==> src/rtl/pokey_bank_if.sv <==
// Bus, control and audio signals between the CPU side, the POKEY bank and the mixer output.
interface pokey_bank_if #(
    parameter int NCHIP = 2,
    parameter int OUT_W = 10
);
    logic [NCHIP-1:0]   cs_l;
    logic               rw_l;
    logic [7:0]         din;
    logic [8*NCHIP-1:0] chip_dout;
    logic [8*NCHIP-1:0] chip_audio;
    logic [7:0]         dout;
    logic               dout_oe;
    logic               any_sel;
    logic               bus_conflict;
    logic               ctrl_we;
    logic [3:0]         ctrl_addr;
    logic [3:0]         ctrl_data;
    logic               sample_tick;
    logic [OUT_W-1:0]   mix_out;
    logic               mix_valid;
    logic               mix_busy;
    logic               overrun;
    logic               clr_flags;

    modport master (
        output cs_l, rw_l, din, chip_dout, chip_audio, ctrl_we, ctrl_addr, ctrl_data,
               sample_tick, clr_flags,
        input  dout, dout_oe, any_sel, bus_conflict, mix_out, mix_valid, mix_busy, overrun
    );

    modport slave (
        input  cs_l, rw_l, din, chip_dout, chip_audio, ctrl_we, ctrl_addr, ctrl_data,
               sample_tick, clr_flags,
        output dout, dout_oe, any_sel, bus_conflict, mix_out, mix_valid, mix_busy, overrun
    );
endinterface

==> src/rtl/pokey_bank.sv <==
// Read-data mux, chip-select conflict detection and sequential gain-weighted
// saturating audio mixer for a bank of NCHIP POKEY chips.
module pokey_bank #(
    parameter int NCHIP     = 2,
    parameter int OUT_W     = 10,
    parameter int MIX_SHIFT = 4,
    parameter int GAIN_RST  = 8
) (
    input  logic          clk_i,
    input  logic          rst_i,
    pokey_bank_if.slave   bus
);
    localparam int IDX_W  = (NCHIP > 1) ? $clog2(NCHIP) : 1;
    localparam int ACC_W  = 12 + $clog2(NCHIP) + 1;
    localparam int WIDE_W = ACC_W + OUT_W;
    localparam logic [IDX_W-1:0]  LAST_IDX = IDX_W'(NCHIP - 1);
    localparam logic [WIDE_W-1:0] SAT_MAX  = {{ACC_W{1'b0}}, {OUT_W{1'b1}}};

    typedef enum logic [1:0] {
        ST_IDLE = 2'd0,
        ST_ACC  = 2'd1,
        ST_DONE = 2'd2
    } state_e;

    state_e             state_q, state_d;
    logic [7:0]         dout_q;
    logic               dout_oe_q;
    logic               bus_conflict_q;
    logic               overrun_q;
    logic [3:0]         gain_q       [NCHIP];
    logic [7:0]         snap_audio_q [NCHIP];
    logic [3:0]         snap_gain_q  [NCHIP];
    logic [IDX_W-1:0]   idx_q;
    logic [ACC_W-1:0]   acc_q;
    logic [OUT_W-1:0]   mix_out_q;
    logic               mix_valid_q;

    logic [7:0]         rd_data_s;
    logic [4:0]         sel_cnt_s;
    logic               any_sel_s;
    logic               conflict_s;
    logic               snap_en_s;
    logic               acc_en_s;
    logic               done_s;
    logic               overrun_set_s;
    logic [11:0]        prod_s;
    logic [WIDE_W-1:0]  shifted_s;
    logic [OUT_W-1:0]   sat_s;

    // Read mux priority (descending scan so the lowest selected index wins) and select count
    always_comb begin
        rd_data_s = bus.din;
        sel_cnt_s = 5'd0;
        for (int i = NCHIP - 1; i >= 0; i--) begin
            rd_data_s = bus.cs_l[i] ? rd_data_s : bus.chip_dout[8*i +: 8];
            sel_cnt_s = sel_cnt_s + {4'd0, ~bus.cs_l[i]};
        end
        any_sel_s  = (sel_cnt_s != 5'd0);
        conflict_s = (sel_cnt_s > 5'd1);
    end

    // Registered CPU read path and sticky conflict flag (set wins over clear)
    always_ff @(posedge clk_i) begin
        if (rst_i) begin
            dout_q         <= 8'd0;
            dout_oe_q      <= 1'b0;
            bus_conflict_q <= 1'b0;
        end else begin
            dout_q         <= rd_data_s;
            dout_oe_q      <= any_sel_s & bus.rw_l;
            bus_conflict_q <= conflict_s ? 1'b1 : (bus.clr_flags ? 1'b0 : bus_conflict_q);
        end
    end

    // Per-chip gain registers; indices beyond the bank match no register
    always_ff @(posedge clk_i) begin
        if (rst_i) begin
            for (int i = 0; i < NCHIP; i++) gain_q[i] <= 4'(GAIN_RST);
        end else begin
            for (int i = 0; i < NCHIP; i++) begin
                if (bus.ctrl_we && (bus.ctrl_addr == 4'(i))) gain_q[i] <= bus.ctrl_data;
            end
        end
    end

    // Mixer state register
    always_ff @(posedge clk_i) begin
        if (rst_i) state_q <= ST_IDLE;
        else       state_q <= state_d;
    end

    // Mixer next-state logic
    always_comb begin
        state_d = state_q;
        case (state_q)
            ST_IDLE: state_d = bus.sample_tick ? ST_ACC : ST_IDLE;
            ST_ACC:  state_d = (idx_q == LAST_IDX) ? ST_DONE : ST_ACC;
            ST_DONE: state_d = ST_IDLE;
            default: state_d = ST_IDLE;
        endcase
    end

    // Mixer control decode; a tick outside IDLE is dropped and flagged
    always_comb begin
        snap_en_s     = 1'b0;
        acc_en_s      = 1'b0;
        done_s        = 1'b0;
        overrun_set_s = 1'b0;
        case (state_q)
            ST_IDLE: snap_en_s = bus.sample_tick;
            ST_ACC: begin
                acc_en_s      = 1'b1;
                overrun_set_s = bus.sample_tick;
            end
            ST_DONE: begin
                done_s        = 1'b1;
                overrun_set_s = bus.sample_tick;
            end
            default: snap_en_s = 1'b0;
        endcase
    end

    // One channel product per cycle; scaled sum clamps at full scale
    always_comb begin
        prod_s    = {4'd0, snap_audio_q[idx_q]} * {8'd0, snap_gain_q[idx_q]};
        shifted_s = {{OUT_W{1'b0}}, acc_q} >> MIX_SHIFT;
        sat_s     = (shifted_s > SAT_MAX) ? SAT_MAX[OUT_W-1:0] : shifted_s[OUT_W-1:0];
    end

    // Mixer datapath: snapshot at tick, accumulate, publish, sticky overrun
    always_ff @(posedge clk_i) begin
        if (rst_i) begin
            for (int i = 0; i < NCHIP; i++) begin
                snap_audio_q[i] <= 8'd0;
                snap_gain_q[i]  <= 4'd0;
            end
            idx_q       <= '0;
            acc_q       <= '0;
            mix_out_q   <= '0;
            mix_valid_q <= 1'b0;
            overrun_q   <= 1'b0;
        end else begin
            mix_valid_q <= done_s;
            overrun_q   <= overrun_set_s ? 1'b1 : (bus.clr_flags ? 1'b0 : overrun_q);
            if (snap_en_s) begin
                for (int i = 0; i < NCHIP; i++) begin
                    snap_audio_q[i] <= bus.chip_audio[8*i +: 8];
                    snap_gain_q[i]  <= gain_q[i];
                end
                acc_q <= '0;
                idx_q <= '0;
            end else if (acc_en_s) begin
                acc_q <= acc_q + {{(ACC_W-12){1'b0}}, prod_s};
                idx_q <= idx_q + IDX_W'(1);
            end
            if (done_s) mix_out_q <= sat_s;
        end
    end

    assign bus.dout         = dout_q;
    assign bus.dout_oe      = dout_oe_q;
    assign bus.any_sel      = any_sel_s;
    assign bus.bus_conflict = bus_conflict_q;
    assign bus.mix_out      = mix_out_q;
    assign bus.mix_valid    = mix_valid_q;
    assign bus.mix_busy     = (state_q != ST_IDLE);
    assign bus.overrun      = overrun_q;
endmodule
==> src/flat_wrapper.sv <==
// flat-port wrapper written by rule: the top's interface ports become plain ports
module pokey_bank_flat 
#(
    parameter int NCHIP     = 2,
    parameter int OUT_W     = 10,
    parameter int MIX_SHIFT = 4,
    parameter int GAIN_RST  = 8
)
  (clk_i, rst_i, bus_cs_l, bus_rw_l, bus_din, bus_chip_dout, bus_chip_audio, bus_ctrl_we, bus_ctrl_addr, bus_ctrl_data, bus_sample_tick, bus_clr_flags, bus_dout, bus_dout_oe, bus_any_sel, bus_bus_conflict, bus_mix_out, bus_mix_valid, bus_mix_busy, bus_overrun);
  pokey_bank_if #(.NCHIP(NCHIP), .OUT_W(OUT_W)) bus_i ();
  input  logic clk_i;
  input  logic rst_i;
  input wire logic [$bits(bus_i.cs_l)-1:0] bus_cs_l;
  input wire logic [$bits(bus_i.rw_l)-1:0] bus_rw_l;
  input wire logic [$bits(bus_i.din)-1:0] bus_din;
  input wire logic [$bits(bus_i.chip_dout)-1:0] bus_chip_dout;
  input wire logic [$bits(bus_i.chip_audio)-1:0] bus_chip_audio;
  input wire logic [$bits(bus_i.ctrl_we)-1:0] bus_ctrl_we;
  input wire logic [$bits(bus_i.ctrl_addr)-1:0] bus_ctrl_addr;
  input wire logic [$bits(bus_i.ctrl_data)-1:0] bus_ctrl_data;
  input wire logic [$bits(bus_i.sample_tick)-1:0] bus_sample_tick;
  input wire logic [$bits(bus_i.clr_flags)-1:0] bus_clr_flags;
  output wire logic [$bits(bus_i.dout)-1:0] bus_dout;
  output wire logic [$bits(bus_i.dout_oe)-1:0] bus_dout_oe;
  output wire logic [$bits(bus_i.any_sel)-1:0] bus_any_sel;
  output wire logic [$bits(bus_i.bus_conflict)-1:0] bus_bus_conflict;
  output wire logic [$bits(bus_i.mix_out)-1:0] bus_mix_out;
  output wire logic [$bits(bus_i.mix_valid)-1:0] bus_mix_valid;
  output wire logic [$bits(bus_i.mix_busy)-1:0] bus_mix_busy;
  output wire logic [$bits(bus_i.overrun)-1:0] bus_overrun;
  assign bus_i.cs_l = bus_cs_l;
  assign bus_i.rw_l = bus_rw_l;
  assign bus_i.din = bus_din;
  assign bus_i.chip_dout = bus_chip_dout;
  assign bus_i.chip_audio = bus_chip_audio;
  assign bus_i.ctrl_we = bus_ctrl_we;
  assign bus_i.ctrl_addr = bus_ctrl_addr;
  assign bus_i.ctrl_data = bus_ctrl_data;
  assign bus_i.sample_tick = bus_sample_tick;
  assign bus_i.clr_flags = bus_clr_flags;
  assign bus_dout = bus_i.dout;
  assign bus_dout_oe = bus_i.dout_oe;
  assign bus_any_sel = bus_i.any_sel;
  assign bus_bus_conflict = bus_i.bus_conflict;
  assign bus_mix_out = bus_i.mix_out;
  assign bus_mix_valid = bus_i.mix_valid;
  assign bus_mix_busy = bus_i.mix_busy;
  assign bus_overrun = bus_i.overrun;
  pokey_bank #(.NCHIP(NCHIP), .OUT_W(OUT_W), .MIX_SHIFT(MIX_SHIFT), .GAIN_RST(GAIN_RST)) u_core (.clk_i(clk_i), .rst_i(rst_i), .bus(bus_i));
endmodule
==> config.mk <==
export PLATFORM = sky130hd
export DESIGN_NAME = pokey_bank_flat
export DESIGN_NICKNAME = d
export VERILOG_FILES = /design/src/rtl/pokey_bank_if.sv /design/src/rtl/pokey_bank.sv /design/src/flat_wrapper.sv
export SDC_FILE = /design/constraint.sdc
export NUM_CORES = 1
export LEC_CHECK = 0
export CELL_PAD_IN_SITES_DETAIL_PLACEMENT = 0
export CELL_PAD_IN_SITES_GLOBAL_PLACEMENT = 1
export CORE_MARGIN = 2
export CORE_UTILIZATION = 50
export DETAILED_ROUTE_END_ITERATION = 6
export DONT_BUFFER_PORTS = 1
export PLACE_DENSITY = 0.85
export SYNTH_ARGS = -nofsm -noshare
export SYNTH_HDL_FRONTEND = slang
export SYNTH_SLANG_ARGS = --single-unit
export TNS_END_PERCENT = 30
==> constraint.sdc <==
create_clock -name clk_i -period 4.8 [get_ports clk_i]
set_input_delay 1.2 -clock clk_i [delete_from_list [all_inputs] [get_ports clk_i]]
set_output_delay 1.2 -clock clk_i [all_outputs]
set_load 0.02 [all_outputs]
==> metrics.md <==
| Metric | Value |
|---|---|
| Critical path type | `flip-flop to flip-flop` |
| DRT Pass-1 Iters | `5` |
| RSZ-0062 raised after global routing | `false` |
| Finish-stage setup viols | `0` |
| Outcome | `finished clean` |
| Crit path required time | `5.03 ns` |
| Hold Crit Depth | `2` |
| Ant diodes | `0` |
| Most common cell in the netlist | `inv_1` |
| R2R depth | `13` |
| HPWL after DPL | `6.511 mm` |
| Post-synth top area share | `21.87%` |
| Post-synth EDFFs | `32` |
| Ys async rst share | `0%` |
| Core area | `0.008636 mm^2` |
| Reg2Reg Setup Slack | `0.29 ns` |
| Seq/Total Area, Yosys | `40.09%` |
| Synth area leaders | `edfxtp_1 (22%), dfxtp_1 (18%), fa_1 (9.6%)` |
| Yosys top cell by area | `edfxtp_1` |
| Met2 global-route usage | `31.88%` |
| CTS root buffer | `clkbuf_8` |
| Finished Core Util | `53.88%` |
| 1st-iter DRT viols | `149` |
| Slew headroom | `34.54%` |
| Post-CTS Hold Buffers | `0` |
| Crit path time final | `4.513 ns` |
| Row Count | `34` |
| Synth Warn # | `0` |
| Netlist cell types | `49` |
| First-pass GRT wire length | `14.37 mm` |
| Mapped Area | `0.004394 mm^2` |
| Post-Syn Nets | `534` |
| Die H | `97.75 um` |
| Via Count | `3,062` |
| TritonCTS Buffers | `9` |
| Final net count | `525` |
| Via/cell ratio | `5.734` |
| Grt ovf | `0` |
| Final ANT Viol Nets | `0` |
| Grt met3 use | `5.225%` |
| Setup WS pre-CTS | `0.3252 ns` |
| CTS tree | `built` |
| Syn avg cell area | `10.22 um^2` |
| Routability cong. | `0.9267` |
| Crit end category | `flip-flop` |
| Max FO, Critical Path | `23` |
| Clock power share | `33.8%` |
| Seq pwr share | `48.8%` |
| FILL cells | `760` |
| Final WS setup | `0.2869 ns` |
| Net switching power figure | `0.4435 mW` |
| End of the worst hold path | `u_core.acc_q[3]$_SDFFE_PP0P_` |
| Max-slew violations | `0` |
| Cell Area, Placed | `0.004446 mm^2` |
| Largest net degree at the start of global routing | `40` |
| Skew-Pair Late Insertion Delay | `0.35 ns` |
| Busiest grt layer | `met2` |
| Logic pwr share | `17.4%` |
| Setup bufs post-CTS | `0` |
| Switching share of power | `29.93%` |
| LEAKAGE | `1.978 nW` |
| Worst hold path class | `flip-flop to flip-flop` |
| Post-Synthesis Cells | `430` |
| Starting Density | `50.88%` |
| Seq cells post-synth | `72` |
| Post-synth top cells | `inv_1 (55), dfxtp_1 (40), nor2_1 (38)` |
| Wire per inst | `16.02 um` |
| Hold Slack | `0.4918 ns` |
| Max VDD drop | `0.0002326 V` |
| Area delta synth->final | `5.894%` |
| # resized after CTS | `0` |
| Die width | `97.75 um` |
| Total Die Area | `0.009554 mm^2` |
| Initial antenna violation count | `0` |
| Int Pwr | `1.038 mW` |
| Final instance area | `0.004653 mm^2` |
| Slew of the pin with the lowest slew margin | `0.9783 ns` |
| Reg area | `0.001762 mm^2` |
| Worst setup SP type | `flip-flop` |
| Crit path arrival time | `4.75 ns` |
| Hold Vio Cnt, Final | `0` |
| GRT Overall Usage | `18.77%` |
| Worst-path clk slew | `0.09 ns` |
| I/O pin count | `80` |
| Power Density | `318.5 mW/mm^2` |
| Hold_sp | `u_core.acc_q[3]$_SDFFE_PP0P_` |
| Share of cells above drive strength 1 | `5.869%` |
| Maxcap violations | `0` |
| CTS Sinks | `72` |
| Setup TNS | `0 ns` |
| Fmax | `0.2216 GHz` |
| Drt drc | `0` |
| End of the worst register-to-register path | `u_core.acc_q[10]$_SDFFE_PP0P_` |
| Met1 usage | `22.74%` |
| Vias in the first global route | `3,064` |
| Multi-input logic area | `0.002331 mm^2` |
| IO Port Bufs | `0` |
| Ys flop type | `dfxtp_1` |
| Fin Clk Skew | `0.01095 ns` |
| Final WL | `8.553 mm` |
| H-tree levels | `3` |
| Final period utilization | `94.02%` |
| Clk buf depth | `2` |
[critical path: stages, from the launching register on]
cell	delay, ns
dfxtp_1	0.76
and2_0	0.40
a22o_1	0.22
fa_1	0.43
fa_1	0.55
inv_1	0.05
fa_1	0.49
inv_1	0.04
ha_1	0.37
a21o_1	0.20
a21oi_2	0.23
a21oi_2	0.09
or3_1	0.31
a32o_1	0.26
[state kept, by name (all words and copies together), names as in the netlist, named ones only]
register / count
u_core.acc_q: 14
u_core.bus.bus_conflict: 1
u_core.bus.dout: 8
u_core.bus.dout_oe: 1
u_core.bus.mix_out: 10
u_core.bus.mix_valid: 1
u_core.bus.overrun: 1
u_core.gain_q: 8
u_core.idx_q: 1
u_core.snap_audio_q: 16
u_core.snap_gain_q: 8
u_core.state_q: 2
[power groups by stage]
| stage | sequential, mW | clock (mW) | combinational [mW] |
|---|---|---|---|
| 2_1_floorplan | 0.719 | 0 | 0.232 |
| 4_1_cts | 0.723 | 0.510 | 0.260 |
| 6_report | 0.723 | 0.501 | 0.258 |
| 3_5_place_dp | 0.736 | 0 | 0.258 |
| 3_3_place_gp | 0.736 | 0 | 0.250 |
| 5_1_grt | 0.729 | 0.533 | 0.297 |
[layout by cell type, fill, tap and decap left out, types with 10 or more instances in the layout]
| cell | instances |
|---|---|
| a211oi_1 | 10 |
| a21oi_1 | 12 |
| a22o_1 | 11 |
| a32o_1 | 19 |
| and2_1 | 27 |
| dfxtp_1 | 40 |
| edfxtp_1 | 32 |
| fa_1 | 21 |
| ha_1 | 27 |
| inv_1 | 55 |
| mux2i_1 | 24 |
| nand2_1 | 16 |
| nor2_1 | 38 |
| nor2b_1 | 10 |
[how the worst max path moves through the flow]
| stage | startpoint | to | cells after the start |
|---|---|---|---|
| finish | flip-flop | u_core.acc_q[10]$_SDFFE_PP0P_ | 13 |
| global route | flip-flop | u_core.acc_q[10]$_SDFFE_PP0P_ | 13 |
| CTS | flip-flop | u_core.acc_q[10]$_SDFFE_PP0P_ | 13 |
| detailed placement | flip-flop | u_core.acc_q[10]$_SDFFE_PP0P_ | 13 |
| global placement | flip-flop | u_core.acc_q[12]$_SDFFE_PP0P_ | 13 |
| floorplan | flip-flop | u_core.acc_q[10]$_SDFFE_PP0P_ | 14 |
[metal layers]
| metal | vias to the layer above | share of wire (%) |
|---|---|---|
| met5 | - | 0 |
| met4 | 0 | 2.1 |
| met3 | 16 | 7.3 |
| met2 | 120 | 49 |
| met1 | 1444 | 41 |
| li1 | 1482 | - |
[per-stage QoR]
| stage | power, mW | instances |
|---|---|---|
| final | 1.482 | 534 |
| after global placement | 0.9867 | 518 |
| after detailed placement | 0.9945 | 518 |
| after floorplan | 0.9511 | 430 |
| after global routing | 1.559 | 534 |
| after CTS | 1.493 | 534 |
[logic make-up (layout without fill, tap and decap cells)]
| logic type | Yosys count | count (layout) | synth area share, % |
|---|---|---|---|
| AND/OR/NAND/NOR | 117 | 117 | 13.67 |
| AO/OA/AOI/OAI | 87 | 87 | 15.66 |
| buffers and inverters | 77 | 73 | 6.862 |
| flip-flops | 72 | 72 | 40.09 |
| adder cells (fa/ha/maj) | 48 | 48 | 17.25 |
| multiplexers | 24 | 24 | 5.467 |
| XOR/XNOR | 5 | 5 | 0.9968 |
[final cells by class]
type                       count  share of cell area, %
clock buffer                  12                  3.845
clock inverter                 4                 0.6184
inverter                      56                  4.517
multi-input combinational    281                  50.09
sequential                    72                  37.86
tap                          108                  2.904
timing repair buffer           1                 0.1613
Note: power is estimated with default switching activity, not from simulation.
